$ cat src/rtl/rc4_encrypt_if.sv
// Bundle of the RC4 encrypt engine's control handshake and its three RAM ports.
// The master side is the engine; the slave side is whatever owns the RAMs and start.
interface rc4_encrypt_if #(
  parameter int MSG_AW = 5
);
  logic              start;
  logic [23:0]       secret_key;
  logic [7:0]        s_addr;
  logic [7:0]        s_wdata;
  logic              s_wren;
  logic [7:0]        s_rdata;
  logic [MSG_AW-1:0] pt_addr;
  logic [7:0]        pt_rdata;
  logic [MSG_AW-1:0] ct_addr;
  logic [7:0]        ct_wdata;
  logic              ct_wren;
  logic              busy;
  logic              done;

  modport master (
    input  start, secret_key, s_rdata, pt_rdata,
    output s_addr, s_wdata, s_wren, pt_addr, ct_addr, ct_wdata, ct_wren, busy, done
  );

  modport slave (
    output start, secret_key, s_rdata, pt_rdata,
    input  s_addr, s_wdata, s_wren, pt_addr, ct_addr, ct_wdata, ct_wren, busy, done
  );
endinterface

$ cat src/rtl/rc4_encrypt_fsm.sv
// RC4 encryptor: S-box init, key schedule, then keystream XOR of the plaintext RAM
// into the ciphertext RAM. All RAMs have a registered address and unregistered data.
module rc4_encrypt_fsm #(
  parameter int MSG_LEN = 32,
  parameter int KEY_LEN = 3,
  parameter int MSG_AW  = 5
) (
  input  logic       clk,
  input  logic       rst,
  rc4_encrypt_if.master bus
);

  localparam logic [MSG_AW-1:0] LAST_K   = MSG_AW'(MSG_LEN - 1);
  localparam logic [MSG_AW-1:0] K_ONE    = MSG_AW'(1'b1);
  localparam logic [1:0]        KEY_LAST = 2'(KEY_LEN - 1);

  typedef enum logic [4:0] {
    IDLE     = 5'd0,
    INIT     = 5'd1,
    KSA_RI   = 5'd2,
    KSA_WI   = 5'd3,
    KSA_J    = 5'd4,
    KSA_WJ   = 5'd5,
    KSA_SW1  = 5'd6,
    KSA_SW2  = 5'd7,
    PRGA_I   = 5'd8,
    PRGA_WI  = 5'd9,
    PRGA_J   = 5'd10,
    PRGA_WJ  = 5'd11,
    PRGA_SW1 = 5'd12,
    PRGA_SW2 = 5'd13,
    PRGA_RF  = 5'd14,
    PRGA_WF  = 5'd15,
    PRGA_CT  = 5'd16,
    DONE     = 5'd17
  } state_t;

  state_t            state_r;
  logic [23:0]       key_r;
  logic [1:0]        key_idx_r;
  logic [7:0]        i_r;
  logic [7:0]        j_r;
  logic [MSG_AW-1:0] k_r;
  logic [7:0]        si_r;
  logic [7:0]        sj_r;

  logic [7:0]        key_byte_s;
  logic [1:0]        key_idx_inc_s;
  logic [7:0]        i_inc_s;
  logic [7:0]        ksa_j_s;
  logic [7:0]        prga_j_s;
  logic [7:0]        f_addr_s;

  // Key byte 0 is the most significant byte of the latched key.
  function automatic logic [7:0] key_sel(input logic [23:0] key, input logic [1:0] idx);
    case (idx)
      2'd0:    key_sel = key[23:16];
      2'd1:    key_sel = key[15:8];
      2'd2:    key_sel = key[7:0];
      default: key_sel = 8'd0;
    endcase
  endfunction

  // Next-index arithmetic; everything wraps modulo 256.
  always_comb begin
    key_byte_s = key_sel(key_r, key_idx_r);
    if (key_idx_r == KEY_LAST) begin
      key_idx_inc_s = 2'd0;
    end else begin
      key_idx_inc_s = key_idx_r + 2'd1;
    end
    i_inc_s  = i_r + 8'd1;
    ksa_j_s  = j_r + bus.s_rdata + key_byte_s;
    prga_j_s = j_r + bus.s_rdata;
    f_addr_s = si_r + sj_r;
  end

  // Sequencer: every RAM read is address, one wait state, then sample.
  always_ff @(posedge clk or posedge rst) begin
    if (rst) begin
      state_r        <= IDLE;
      key_r          <= 24'd0;
      key_idx_r      <= 2'd0;
      i_r            <= 8'd0;
      j_r            <= 8'd0;
      k_r            <= {MSG_AW{1'b0}};
      si_r           <= 8'd0;
      sj_r           <= 8'd0;
      bus.s_addr     <= 8'd0;
      bus.s_wdata    <= 8'd0;
      bus.s_wren     <= 1'b0;
      bus.pt_addr    <= {MSG_AW{1'b0}};
      bus.ct_addr    <= {MSG_AW{1'b0}};
      bus.ct_wdata   <= 8'd0;
      bus.ct_wren    <= 1'b0;
      bus.busy       <= 1'b0;
      bus.done       <= 1'b0;
    end else begin
      bus.s_wren  <= 1'b0;
      bus.ct_wren <= 1'b0;
      bus.done    <= 1'b0;
      case (state_r)
        IDLE: begin
          if (bus.start) begin
            key_r    <= bus.secret_key;
            i_r      <= 8'd0;
            bus.busy <= 1'b1;
            state_r  <= INIT;
          end else begin
            state_r  <= IDLE;
          end
        end
        INIT: begin
          bus.s_addr  <= i_r;
          bus.s_wdata <= i_r;
          bus.s_wren  <= 1'b1;
          i_r         <= i_inc_s;
          if (i_r == 8'hFF) begin
            j_r       <= 8'd0;
            key_idx_r <= 2'd0;
            state_r   <= KSA_RI;
          end else begin
            state_r   <= INIT;
          end
        end
        KSA_RI: begin
          bus.s_addr <= i_r;
          state_r    <= KSA_WI;
        end
        KSA_WI: begin
          state_r <= KSA_J;
        end
        KSA_J: begin
          si_r       <= bus.s_rdata;
          j_r        <= ksa_j_s;
          bus.s_addr <= ksa_j_s;
          state_r    <= KSA_WJ;
        end
        KSA_WJ: begin
          state_r <= KSA_SW1;
        end
        KSA_SW1: begin
          bus.s_addr  <= i_r;
          bus.s_wdata <= bus.s_rdata;
          bus.s_wren  <= 1'b1;
          state_r     <= KSA_SW2;
        end
        KSA_SW2: begin
          bus.s_addr  <= j_r;
          bus.s_wdata <= si_r;
          bus.s_wren  <= 1'b1;
          i_r         <= i_inc_s;
          key_idx_r   <= key_idx_inc_s;
          if (i_r == 8'hFF) begin
            j_r     <= 8'd0;
            k_r     <= {MSG_AW{1'b0}};
            state_r <= PRGA_I;
          end else begin
            state_r <= KSA_RI;
          end
        end
        PRGA_I: begin
          i_r        <= i_inc_s;
          bus.s_addr <= i_inc_s;
          state_r    <= PRGA_WI;
        end
        PRGA_WI: begin
          state_r <= PRGA_J;
        end
        PRGA_J: begin
          si_r       <= bus.s_rdata;
          j_r        <= prga_j_s;
          bus.s_addr <= prga_j_s;
          state_r    <= PRGA_WJ;
        end
        PRGA_WJ: begin
          state_r <= PRGA_SW1;
        end
        PRGA_SW1: begin
          sj_r        <= bus.s_rdata;
          bus.s_addr  <= i_r;
          bus.s_wdata <= bus.s_rdata;
          bus.s_wren  <= 1'b1;
          state_r     <= PRGA_SW2;
        end
        PRGA_SW2: begin
          bus.s_addr  <= j_r;
          bus.s_wdata <= si_r;
          bus.s_wren  <= 1'b1;
          state_r     <= PRGA_RF;
        end
        // The swap exchanges the two values, so their sum is unchanged.
        PRGA_RF: begin
          bus.s_addr  <= f_addr_s;
          bus.pt_addr <= k_r;
          state_r     <= PRGA_WF;
        end
        PRGA_WF: begin
          state_r <= PRGA_CT;
        end
        PRGA_CT: begin
          bus.ct_addr  <= k_r;
          bus.ct_wdata <= bus.s_rdata ^ bus.pt_rdata;
          bus.ct_wren  <= 1'b1;
          if (k_r == LAST_K) begin
            state_r <= DONE;
          end else begin
            k_r     <= k_r + K_ONE;
            state_r <= PRGA_I;
          end
        end
        DONE: begin
          bus.done <= 1'b1;
          bus.busy <= 1'b0;
          state_r  <= IDLE;
        end
        default: begin
          bus.busy <= 1'b0;
          state_r  <= IDLE;
        end
      endcase
    end
  end

endmodule
$ cat src/flat_wrapper.sv
// flat-port wrapper written by rule: the top's interface ports become plain ports
module rc4_encrypt_fsm_flat 
#(
  parameter int MSG_LEN = 32,
  parameter int KEY_LEN = 3,
  parameter int MSG_AW  = 5
)
  (clk, rst, bus_start, bus_secret_key, bus_s_rdata, bus_pt_rdata, bus_s_addr, bus_s_wdata, bus_s_wren, bus_pt_addr, bus_ct_addr, bus_ct_wdata, bus_ct_wren, bus_busy, bus_done);
  rc4_encrypt_if #(.MSG_AW(MSG_AW)) bus_i ();
  input  logic clk;
  input  logic rst;
  input wire logic [$bits(bus_i.start)-1:0] bus_start;
  input wire logic [$bits(bus_i.secret_key)-1:0] bus_secret_key;
  input wire logic [$bits(bus_i.s_rdata)-1:0] bus_s_rdata;
  input wire logic [$bits(bus_i.pt_rdata)-1:0] bus_pt_rdata;
  output wire logic [$bits(bus_i.s_addr)-1:0] bus_s_addr;
  output wire logic [$bits(bus_i.s_wdata)-1:0] bus_s_wdata;
  output wire logic [$bits(bus_i.s_wren)-1:0] bus_s_wren;
  output wire logic [$bits(bus_i.pt_addr)-1:0] bus_pt_addr;
  output wire logic [$bits(bus_i.ct_addr)-1:0] bus_ct_addr;
  output wire logic [$bits(bus_i.ct_wdata)-1:0] bus_ct_wdata;
  output wire logic [$bits(bus_i.ct_wren)-1:0] bus_ct_wren;
  output wire logic [$bits(bus_i.busy)-1:0] bus_busy;
  output wire logic [$bits(bus_i.done)-1:0] bus_done;
  assign bus_i.start = bus_start;
  assign bus_i.secret_key = bus_secret_key;
  assign bus_i.s_rdata = bus_s_rdata;
  assign bus_i.pt_rdata = bus_pt_rdata;
  assign bus_s_addr = bus_i.s_addr;
  assign bus_s_wdata = bus_i.s_wdata;
  assign bus_s_wren = bus_i.s_wren;
  assign bus_pt_addr = bus_i.pt_addr;
  assign bus_ct_addr = bus_i.ct_addr;
  assign bus_ct_wdata = bus_i.ct_wdata;
  assign bus_ct_wren = bus_i.ct_wren;
  assign bus_busy = bus_i.busy;
  assign bus_done = bus_i.done;
  rc4_encrypt_fsm #(.MSG_LEN(MSG_LEN), .KEY_LEN(KEY_LEN), .MSG_AW(MSG_AW)) u_core (.clk(clk), .rst(rst), .bus(bus_i));
endmodule
$ cat config.mk
export PLATFORM = sky130hd
export DESIGN_NAME = rc4_encrypt_fsm_flat
export DESIGN_NICKNAME = d
export VERILOG_FILES = /design/src/rtl/rc4_encrypt_if.sv /design/src/rtl/rc4_encrypt_fsm.sv /design/src/flat_wrapper.sv
export SDC_FILE = /design/constraint.sdc
export NUM_CORES = 1
export LEC_CHECK = 0
export BUFFER_PORTS_ARGS = -buffer_cell sky130_fd_sc_hd__clkbuf_2
export CAP_MARGIN = 30
export CORE_MARGIN = 5
export CORE_UTILIZATION = 30
export DETAILED_ROUTE_END_ITERATION = 12
export SLEW_MARGIN = 20
export SYNTH_ARGS = -nofsm -noshare
export SYNTH_HDL_FRONTEND = slang
export SYNTH_SLANG_ARGS = --single-unit
$ cat constraint.sdc
create_clock -name clk -period 5.9 [get_ports clk]
set_clock_uncertainty 0.2 [all_clocks]
set_input_delay 0.59 -clock clk [delete_from_list [all_inputs] [get_ports clk]]
set_output_delay 0.59 -clock clk [all_outputs]
set_load 0.01 [all_outputs]
Word level (Yosys, flattened, before mapping)
Index checks and enable logic that the tools add are counted.

Bits in registers: 106. Latch bits: 0. Memory bits (writable): 0. Bits in read-only memories: 0. Memories: 0.

Add/sub/neg operators: 6. $mul: 0. Divide/modulo/power cells: 0. Magnitude comparators: 0. Equal/unequal tests: 26. Shifts and indexed selects: 0. Multiplexer cells: 23. Bitwise gates (word level): 2. Reductions and logical operators: 22.

Operators by type and width (number): 5-bit case mux with 17 select lines (1); 8-bit case mux with 3 select lines (3); 8-bit case mux with 6 select lines (1); 5-bit by 4-bit == test with 1-bit output (second input constant) (8); 8-bit adder (3); 5-bit by 3-bit == test with 1-bit output (second input constant) (4); 8-bit 2-to-1 mux (2); 8-bit case mux with 2 select lines (1); 16-bit OR reduction (1); 5-bit == test (second input constant) (3); 5-bit 2-to-1 mux (3); 5-bit by 2-bit == test with 1-bit output (second input constant) (2); 5-bit case mux with 2 select lines (1); 2-bit AND reduction (5); 8-bit by 1-bit adder with 8-bit output (second input constant) (1); 8-bit == test (second input constant) (1); 2-bit OR reduction (4); 8-bit bitwise XOR (1); 2-bit 2-to-1 mux (3); 2-bit by 1-bit inequality test with 1-bit output (second input constant) (3); 2-bit nonzero test (3); 3-bit nonzero test (2); 6-bit nonzero test (1); 5-bit by 1-bit adder with 5-bit output (second input constant) (1); other kinds (16) (21).

Depth between registers and ports, before layout
Gate-level depths: netlist of the first run.

Depth after elaboration: 4. Depth in mapped cells: 12. Mapped depth without buffers: 12.

Worst setup path after synthesis of the first run
OpenSTA, ideal clock, no wires.

Path kind: input-to-reg. From: input bus_s_rdata[0]. To: register u_core.bus.s_addr[7]. Library setup time: 126 ps. Arrival: 2915 ps. Data required time: 5574 ps. Slack: 2659 ps. Stages: 12. Path through: ha_1 fa_1 a21o_1 a21oi_1 xnor2_1 ha_1 o21ai_0 nand2b_1 a31oi_1 xnor2_1 xnor2_1 a221o_1.

Cells in the longest elaborated chain, start to end: 3.

Ends and longest elaborated chain: start, declared (RTL line flat_wrapper.sv:14) `input wire logic [$bits(bus_i.s_rdata)-1:0] bus_s_rdata;`; 8-bit adder (*) (RTL line rc4_encrypt_fsm.sv:73, rc4_encrypt_fsm.sv:74); 8-bit adder (RTL line rc4_encrypt_fsm.sv:73) `ksa_j_s = j_r + bus.s_rdata + key_byte_s;`; 8-bit case mux with 6 select lines (*) (RTL line rc4_encrypt_fsm.sv:102) `case (state_r)`; end signal, assigned (RTL line rc4_encrypt_fsm.sv:114) `bus.s_addr <= i_r;`; end signal, assigned (RTL line rc4_encrypt_fsm.sv:127) `bus.s_addr <= i_r;`; end signal, assigned (RTL line rc4_encrypt_fsm.sv:136) `bus.s_addr <= ksa_j_s;`; end, declared (RTL line rc4_encrypt_if.sv:22) `output s_addr, s_wdata, s_wren, pt_addr, ct_addr, ct_wdata, ct_wren, busy, done`.

Every way passes the cells marked *; elsewhere a longest branch is shown, timed or not. A chain may end at the register's enable or synchronous reset.

Final worst setup path of the first run
From: register u_core.key_idx_r[0]. To: register u_core.bus.s_addr[2].

Cells in the longest elaborated chain, start to end: 4. Elaborated cells between the ends (all ways): 6. Classes of those cells: 1 x add/sub; 2 x eq/ne; 2 x mux; 1 x reduce/logical.

Ends and longest elaborated chain: start, declared (RTL line rc4_encrypt_fsm.sv:40) `logic [1:0] key_idx_r;`; start signal, assigned (RTL line rc4_encrypt_fsm.sv:153) `key_idx_r <= key_idx_inc_s;`; 2-bit == test, or another cell as far along (RTL line rc4_encrypt_fsm.sv:56) `case (idx)`; 8-bit case mux with 3 select lines (*) (RTL line rc4_encrypt_fsm.sv:56); 8-bit adder (*) (RTL line rc4_encrypt_fsm.sv:73); 8-bit case mux with 6 select lines (*) (RTL line rc4_encrypt_fsm.sv:102).

Marked as above.

==> metrics, run 1 <==
wire per inst approximately 17 um; Worst Max-Slew Pin Slew around 0.81 ns; row count 52; placed cell areas between 6000 and 7000 um^2; Sw Share roughly a third; via count of the first global-routing pass around 4500; CTS Hold Bufs 0; Diodes inserted 0; area delta synth->final 14.5%; share of post-route cells with drive strength above 1 21.6%; pin count of the biggest net entering global routing between 50 and 60; 1st-iter DRT viols approximately 380; Worst Hold Class input port to asynchronous set/reset pin; initial antenna violation count 0; Post-CTS Resized 0; Max clock buf depth 2; routability congestion estimate from global placement 0.875; commonest non-fill, non-tap cell in the layout dfrtp_1; drt drc 0; Peak VDD IR between 0.15 and 0.2 mV; hold slack between 0.15 and 0.2 ns; count of cell types in the netlist 70; Routed WL 16300 um; clk slew on worst S/H paths around 0.08 ns; Top FF cell, synth dfrtp_1; min cycle time layout roughly 3.3 ns; Initial Utilization between 30% and 40%; postcts setup bufs 0; critical path endpoint category register; # fillers roughly 2100; die width 152 um; clock latency on the worst-skew pair approximately 0.36 ns; GRT overflow 0; Tot Pwr just under 0.002 W; kind of critical path register to register; root buf cell clkbuf_16; Internal ~0.0013 W; # port buffers 80; logic gate share of total power a little over a quarter; post-synthesis cell count 604; H-Tree Depth 3; CTS buffer count 9; router iterations before antenna repair 5; arrival time at the worst endpoint between 3 and 4 ns; post-synthesis async set-or-reset flop share 100%; Chip Height 152 um; area occupied by multi-input gates around 3200 um^2; post-route design area between 6000 and 7000 um^2; Net Count, Synth a little under 700; PD cells ~280 nW/um^2; cell leakage power around 3.1 nW; sequential power share a little over two fifths; critical path launch point type register; WP data required 5.91 ns; DRT antenna net count 0; TritonCTS clock tree built; Post-Syn Area a little over 6000 um^2; fin crit share 56.3%; Final Setup Violations 0; number of enable flip-flop cells after synthesis 0; nets 740; syn avg cell area ~10 um^2; vias per cell roughly 5; most frequent cells in the layout dfrtp_1 (106), clkbuf_2 (80), nand2_1 (77); P_sw 0.000657 W; Die ar. 23100 um^2; vias after detailed routing about 4800; RSZ-0062 raised after global routing no; outcome complete, no violations; synthesis-stage register bit count roughly 110; GRT Overall Usage ~14%; final hold vios 0; Clock Sinks roughly 110; Max Slew Vio Count 0; Seq. cell area 2650 um^2; crit-path max FO 12; Max-slew headroom 46.0%; core box area 20000 um^2; global-route wire length before repair ~26000 um; hpwl dp around 12000 um; final setup TNS 0 ns; Clk pwr share a little under a third; f_max between 0.3 and 0.4 GHz; synth warn 0; Seq/Total Area, Yosys 43.8%; number of max-cap violations 0; I/O pins 81
worst max-delay path: stages, from the launching register on:
cell and delay (ns):
dfrtp_1 0.72, nor2b_1 0.28, nand2_1 0.12, o21ai_0 0.13, ha_1 0.27, fa_1 0.45
xnor2_1 0.25, a21oi_1 0.10, a221oi_1 0.49, o211ai_1 0.15
metrics by stage:
stage | cells | setup WS [ns] | util [%]
global placement | 929 | 2.36 | 33.2
global route | 945 | 2.27 | 34.6
detailed placement | 929 | 2.32 | 33.2
floorplan | 604 | 2.32 | -
CTS | 945 | 2.54 | 34.6
finish | 945 | 2.58 | 34.6
cells in the mapped netlist, types with 4 or more instances:
master      n  area (um^2)
dfrtp_1   106         2650
nand2_2     4         25.0
inv_1      14         52.6
o21ai_1    17         85.1
nand2b_1    7         43.8
nor3_1      6         30.0
a211oi_1    6         45.0
nor2_1     29          109
buf_4       7         52.6
o21ai_0    39          195
mux2_1     13          146
nand2_1    77          289
and3_1      8         50.1
a22oi_1    15          113
a21oi_1    31          155
ha_1       24          300
mux2i_1     9         90.1
xnor2_1    24          210
buf_2       9         45.0
mux2_2     27          304
a21o_1      7         52.6
a221oi_1    4         35.0
o31ai_1     5         37.5
clkbuf_1    6         22.5
nand3_1    14         70.1
o21a_1      4         30.0
xor2_1      8         70.1
nor2b_1    12         75.1
a31oi_1     7         43.8
worst paths after layout:
path                                       start               endpoint  slack (ns)  cells after the start
max                          u_core.key_idx_r[0]   u_core.bus.s_addr[2]        2.58                      9
min                                          rst         u_core.sj_r[3]        0.15                      2
max reg2reg                  u_core.key_idx_r[0]   u_core.bus.s_addr[2]        2.58                      9
min reg2reg                u_core.bus.pt_addr[0]  u_core.bus.pt_addr[0]        0.27                      2
max in group asynchronous                    rst   u_core.bus.s_addr[7]        4.20                      3
min in group clk               bus_secret_key[0]        u_core.key_r[0]        0.24                      2
layout make-up:
cell class / count / area share, %
multi-input cells: 456 / 45.9
flip-flops and latches: 106 / 38.3
repair buffers: 82 / 5.99
well taps: 270 / 4.87
clock buffers: 10 / 3.45
inverters: 15 / 0.848
clock inverters: 6 / 0.668
flip-flops by register name, summed over array words and instances (netlist names):
signal	flops
u_core.bus.ct_wren	1
u_core.bus.ct_wdata	8
u_core.j_r	8
u_core.k_r	5
u_core.bus.s_wren	1
u_core.sj_r	8
u_core.state_r	5
u_core.bus.s_addr	8
u_core.bus.pt_addr	5
u_core.bus.ct_addr	5
u_core.si_r	8
u_core.bus.s_wdata	8
u_core.bus.done	1
u_core.i_r	8
u_core.key_r	24
u_core.key_idx_r	2
u_core.bus.busy	1
metal layers:
| metal | part of all wire [%] | routed length (um) | track usage [%] |
|---|---|---|---|
| met2 | 44 | 7150 | 20.9 |
| met4 | 1.3 | 214 | 3.98 |
| met3 | 6.2 | 1010 | 3.47 |
| met5 | 0 | 0 | 0 |
| met1 | 49 | 7920 | 20.2 |
power groups by stage:
stage	sequential (W)	clock, W	combinational [W]
after floorplan	0.000851	0	0.000369
after global placement	0.000861	0	0.000525
after detailed placement	0.000861	0	0.000535
after CTS	0.000847	0.000616	0.000535
after global routing	0.000857	0.000640	0.000601
final	0.000848	0.000595	0.000533
cell families after synthesis:
group           Yosys count  synth area share [%]
fa+ha+maj                27                  5.95
buf+inv                  42                  3.60
compound gates          165                  17.8
mux                      49                  8.93
flops                   106                  43.8
simple gates            183                  15.3
xor+xnor                 32                  4.63
Power figures use the tool's default switching activity.
==> run 2, diff against run 1 <==
- ABC_AREA: not set -> 1
- clock period: 5.9 -> 2.95 ns (I/O delays scaled with it)
==> run 2 against run 1 <==
  * Combinational power grew 130%
  * First-iteration DRC count down 14%
  * Via count increased by 12%
  * Total power increased by 110%
  * Utilization increased by 3.4 points
  * Area after synthesis is 0.97% lower
  * Non-clock buffer count grew 39
  * Critical path depth is 4 higher
  * Setup slack lost 2.4 ns
  * Clock power increased by 120%
  * Critical path type unchanged
  * Critical endpoint is now u_core.j_r[7]
  * Largest power group unchanged
==> metrics, run 2 <==
min cycle time layout 2.81 ns (was 3.32 ns); post-synth top area share 44.2% (was 43.8%); cell leakage power 3.82 nW (was 3.14 nW); Worst Hold Class input port to register (was input port to asynchronous set/reset pin); Peak VDD IR 0.362 mV (was 0.156 mV); synthesis-stage register bit count 106 (unchanged); Post-Place Cells 1107 (was 929); Reg with most FFs u_core.key_r (unchanged); post-synthesis async set-or-reset flop share 100% (unchanged); area delta synth->final 24.2% (was 14.5%); arrival time at the worst endpoint 2.90 ns (was 3.33 ns); critical path endpoint category register (unchanged); CTS buffer count 9 (unchanged); post-synthesis cell count 762 (was 604); largest cells by area after synthesis dfrtp_1 (44%), nand2_1 (15%), inv_1 (5.2%) (was dfrtp_1 (44%), mux2_2 (5.0%), ha_1 (5.0%)); # fillers 2063 (was 2136); vias after detailed routing 5392 (was 4799); area occupied by multi-input gates 3000 um^2 (was 3180 um^2); GRT Overall Usage 15.4% (was 14.0%); outcome complete, no violations (unchanged); kind of critical path register to register (unchanged); Max Slew Vio Count 0 (unchanged); clock latency on the worst-skew pair 0.36 ns (about the same); max reg flops 24 (unchanged); pre-CTS setup slack 0.0341 ns (was 2.32 ns); DRT antenna net count 0 (unchanged); Die ar. 22900 um^2 (was 23100 um^2); Diodes inserted 0 (unchanged); Chip Height 151 um (was 152 um); number of enable flip-flop cells after synthesis 0 (unchanged); count of cell types in the netlist 42 (was 70); router iterations before antenna repair 5 (unchanged); commonest cells in the netlist nand2_1 (233), dfrtp_1 (106), inv_1 (83) (was dfrtp_1 (106), nand2_1 (77), o21ai_0 (39)); final hold vios 0 (unchanged); 1st-iter DRT viols 324 (was 375); Max clock buf depth 2 (unchanged); fin worst setup slack 0.137 ns (was 2.58 ns); Top FF cell, synth dfrtp_1 (unchanged); I/O pins 81 (unchanged); Routed WL 16800 um (was 16300 um); Clock Sinks 106 (unchanged); number of max-cap violations 0 (unchanged); critical path launch point type register (unchanged); most common cell in the netlist nand2_1 (was dfrtp_1); crit-path max FO 3 (was 12); GRT overflow 0 (unchanged); vias per cell 4.69 (was 5.08); WP data required 3.04 ns (was 5.91 ns); syn avg cell area 7.87 um^2 (was 10.0 um^2); # port buffers 80 (unchanged); Worst Max-Slew Pin Slew 0.526 ns (was 0.807 ns); TritonCTS clock tree built (unchanged); Synth area leader dfrtp_1 (unchanged); synth warn 0 (unchanged); share of post-route cells with drive strength above 1 16.5% (was 21.6%); Max-slew headroom 64.9% (was 46.0%); Final Instance Count excl. Fillers 1150 (was 945); Seq/Total Area, Yosys 44.2% (was 43.8%); initial antenna violation count 0 (unchanged); row count 51 (was 52); wire per inst 14.6 um (was 17.2 um); pin count of the biggest net entering global routing 40 (was 58); fin crit share 95.4% (was 56.3%); Final Setup Violations 0 (unchanged); nets 950 (was 740); hpwl dp 12800 um (was 12200 um); H-Tree Depth 3 (unchanged); clk slew on worst S/H paths 0.07 ns (was 0.08 ns); PD cells 564 nW/um^2 (was 285 nW/um^2); commonest non-fill, non-tap cell in the layout nand2_1 (was dfrtp_1); global-route wire length before repair 27300 um (was 26100 um); Initial Utilization 30.6% (was 30.2%); Seq. cell area 2650 um^2 (unchanged); most frequent cells in the layout nand2_1 (233), dfrtp_1 (106), inv_1 (82) (was dfrtp_1 (106), clkbuf_2 (80), nand2_1 (77)); via count of the first global-routing pass 5251 (was 4523); drt drc 0 (unchanged); Net Count, Synth 832 (was 674); die width 151 um (was 152 um); root buf cell clkbuf_16 (unchanged); routability congestion estimate from global placement 0.890 (was 0.875); f_max 0.356 GHz (was 0.301 GHz); Post-Syn Area 6000 um^2 (was 6050 um^2); core box area 19600 um^2 (was 20000 um^2)
run 2: changes by cell type after synthesis, sizes merged, moves of 8 or more:
cell | before | now
nand2 | 81 | 239
inv | 15 | 86
mux2 | 40 | 0
nand3 | 14 | 48
nor2 | 32 | 60
a21oi | 31 | 45
a22oi | 16 | 2
buf | 21 | 7
xnor2 | 24 | 10
nor2b | 12 | 0
o22ai | 1 | 13
mux2i | 9 | 0
and3 | 8 | 0
nand2b | 8 | 0
run 2: what timing repair did:
action | 4_1_cts | 5_1_grt
gates resized for setup | 0 | 9
hold buffers | 25 | 0
setup endpoints to repair | 0 | 6
buffers inserted | 0 | 1
hold endpoints to repair | 60 | 0
run 2: path summary, 6_finish.rpt:
path / startpoint / end / slack (ns) / depth (start not counted)
max in group asynchronous: rst / u_core.bus.s_wdata[2] / 1.49 / 5
min in group asynchronous: rst / u_core.j_r[4] / 0.32 / 3
hold / removal: bus_pt_rdata[7] / u_core.bus.ct_wdata[7] / 0.04 / 3
hold reg to reg: u_core.bus.pt_addr[0] / u_core.bus.pt_addr[0] / 0.28 / 2
setup reg to reg: u_core.j_r[0] / u_core.j_r[7] / 0.14 / 13
setup / recovery: u_core.j_r[0] / u_core.j_r[7] / 0.14 / 13
run 2: power breakdown:
part	switching, W	internal (W)	total (W)
clock network	0.000609	0.000704	0.00131
registers	0.000103	0.00156	0.00167
logic	0.000705	0.000517	0.00122
total	0.00142	0.00279	0.00420
run 2: per-layer routing:
metal  up-vias  track usage, %  wire length [um]
li1       2725               -                 -
met1      2504            21.0              7830
met2       142            24.7              7720
met3        21            2.81               946
met4         0            5.12               316
met5         -               0                 0
run 2: cell families after synthesis:
| family | after synthesis | synth area share [%] |
|---|---|---|
| fa+ha+maj | 27 | 6.01 |
| flops | 106 | 44.2 |
| simple gates | 364 | 26.3 |
| compound gates | 143 | 13.5 |
| buf+inv | 101 | 6.89 |
| xor+xnor | 21 | 3.07 |
run 2: area by class of cell:
type	count	area share [%]
clock buffer	10	3.21
clock inverter	6	1.09
inverter	87	4.44
multi-input combinational	555	40.2
sequential	106	35.6
tap	265	4.45
timing repair buffer	121	11.0
run 2: per-stage QoR:
step	hold WS (ns)	power (W)	util [%]	setup TNS, ns	area [um^2]
final	0.0377	0.00420	38.0	0	7450
after floorplan	0.205	0.00241	-	0	6000
after detailed placement	0.264	0.00277	34.6	0	6780
after global placement	0.253	0.00275	34.6	0	6780
after global routing	0.0507	0.00445	38.0	-0.0850	7450
after CTS	0.0300	0.00412	37.5	0	7350
run 2: worst max-delay path, cell delays in order, from the launching register on:
cell and delay [ns]:
dfrtp_1 0.40, ha_1 0.22, fa_2 0.39, nand4_1 0.11, o211ai_1 0.10, xor2_1 0.17, ha_1 0.34, a21oi_1 0.15
o21ai_0 0.09, a21oi_1 0.19, inv_1 0.06, nand3_1 0.11, nand3_1 0.08, a21oi_1 0.12
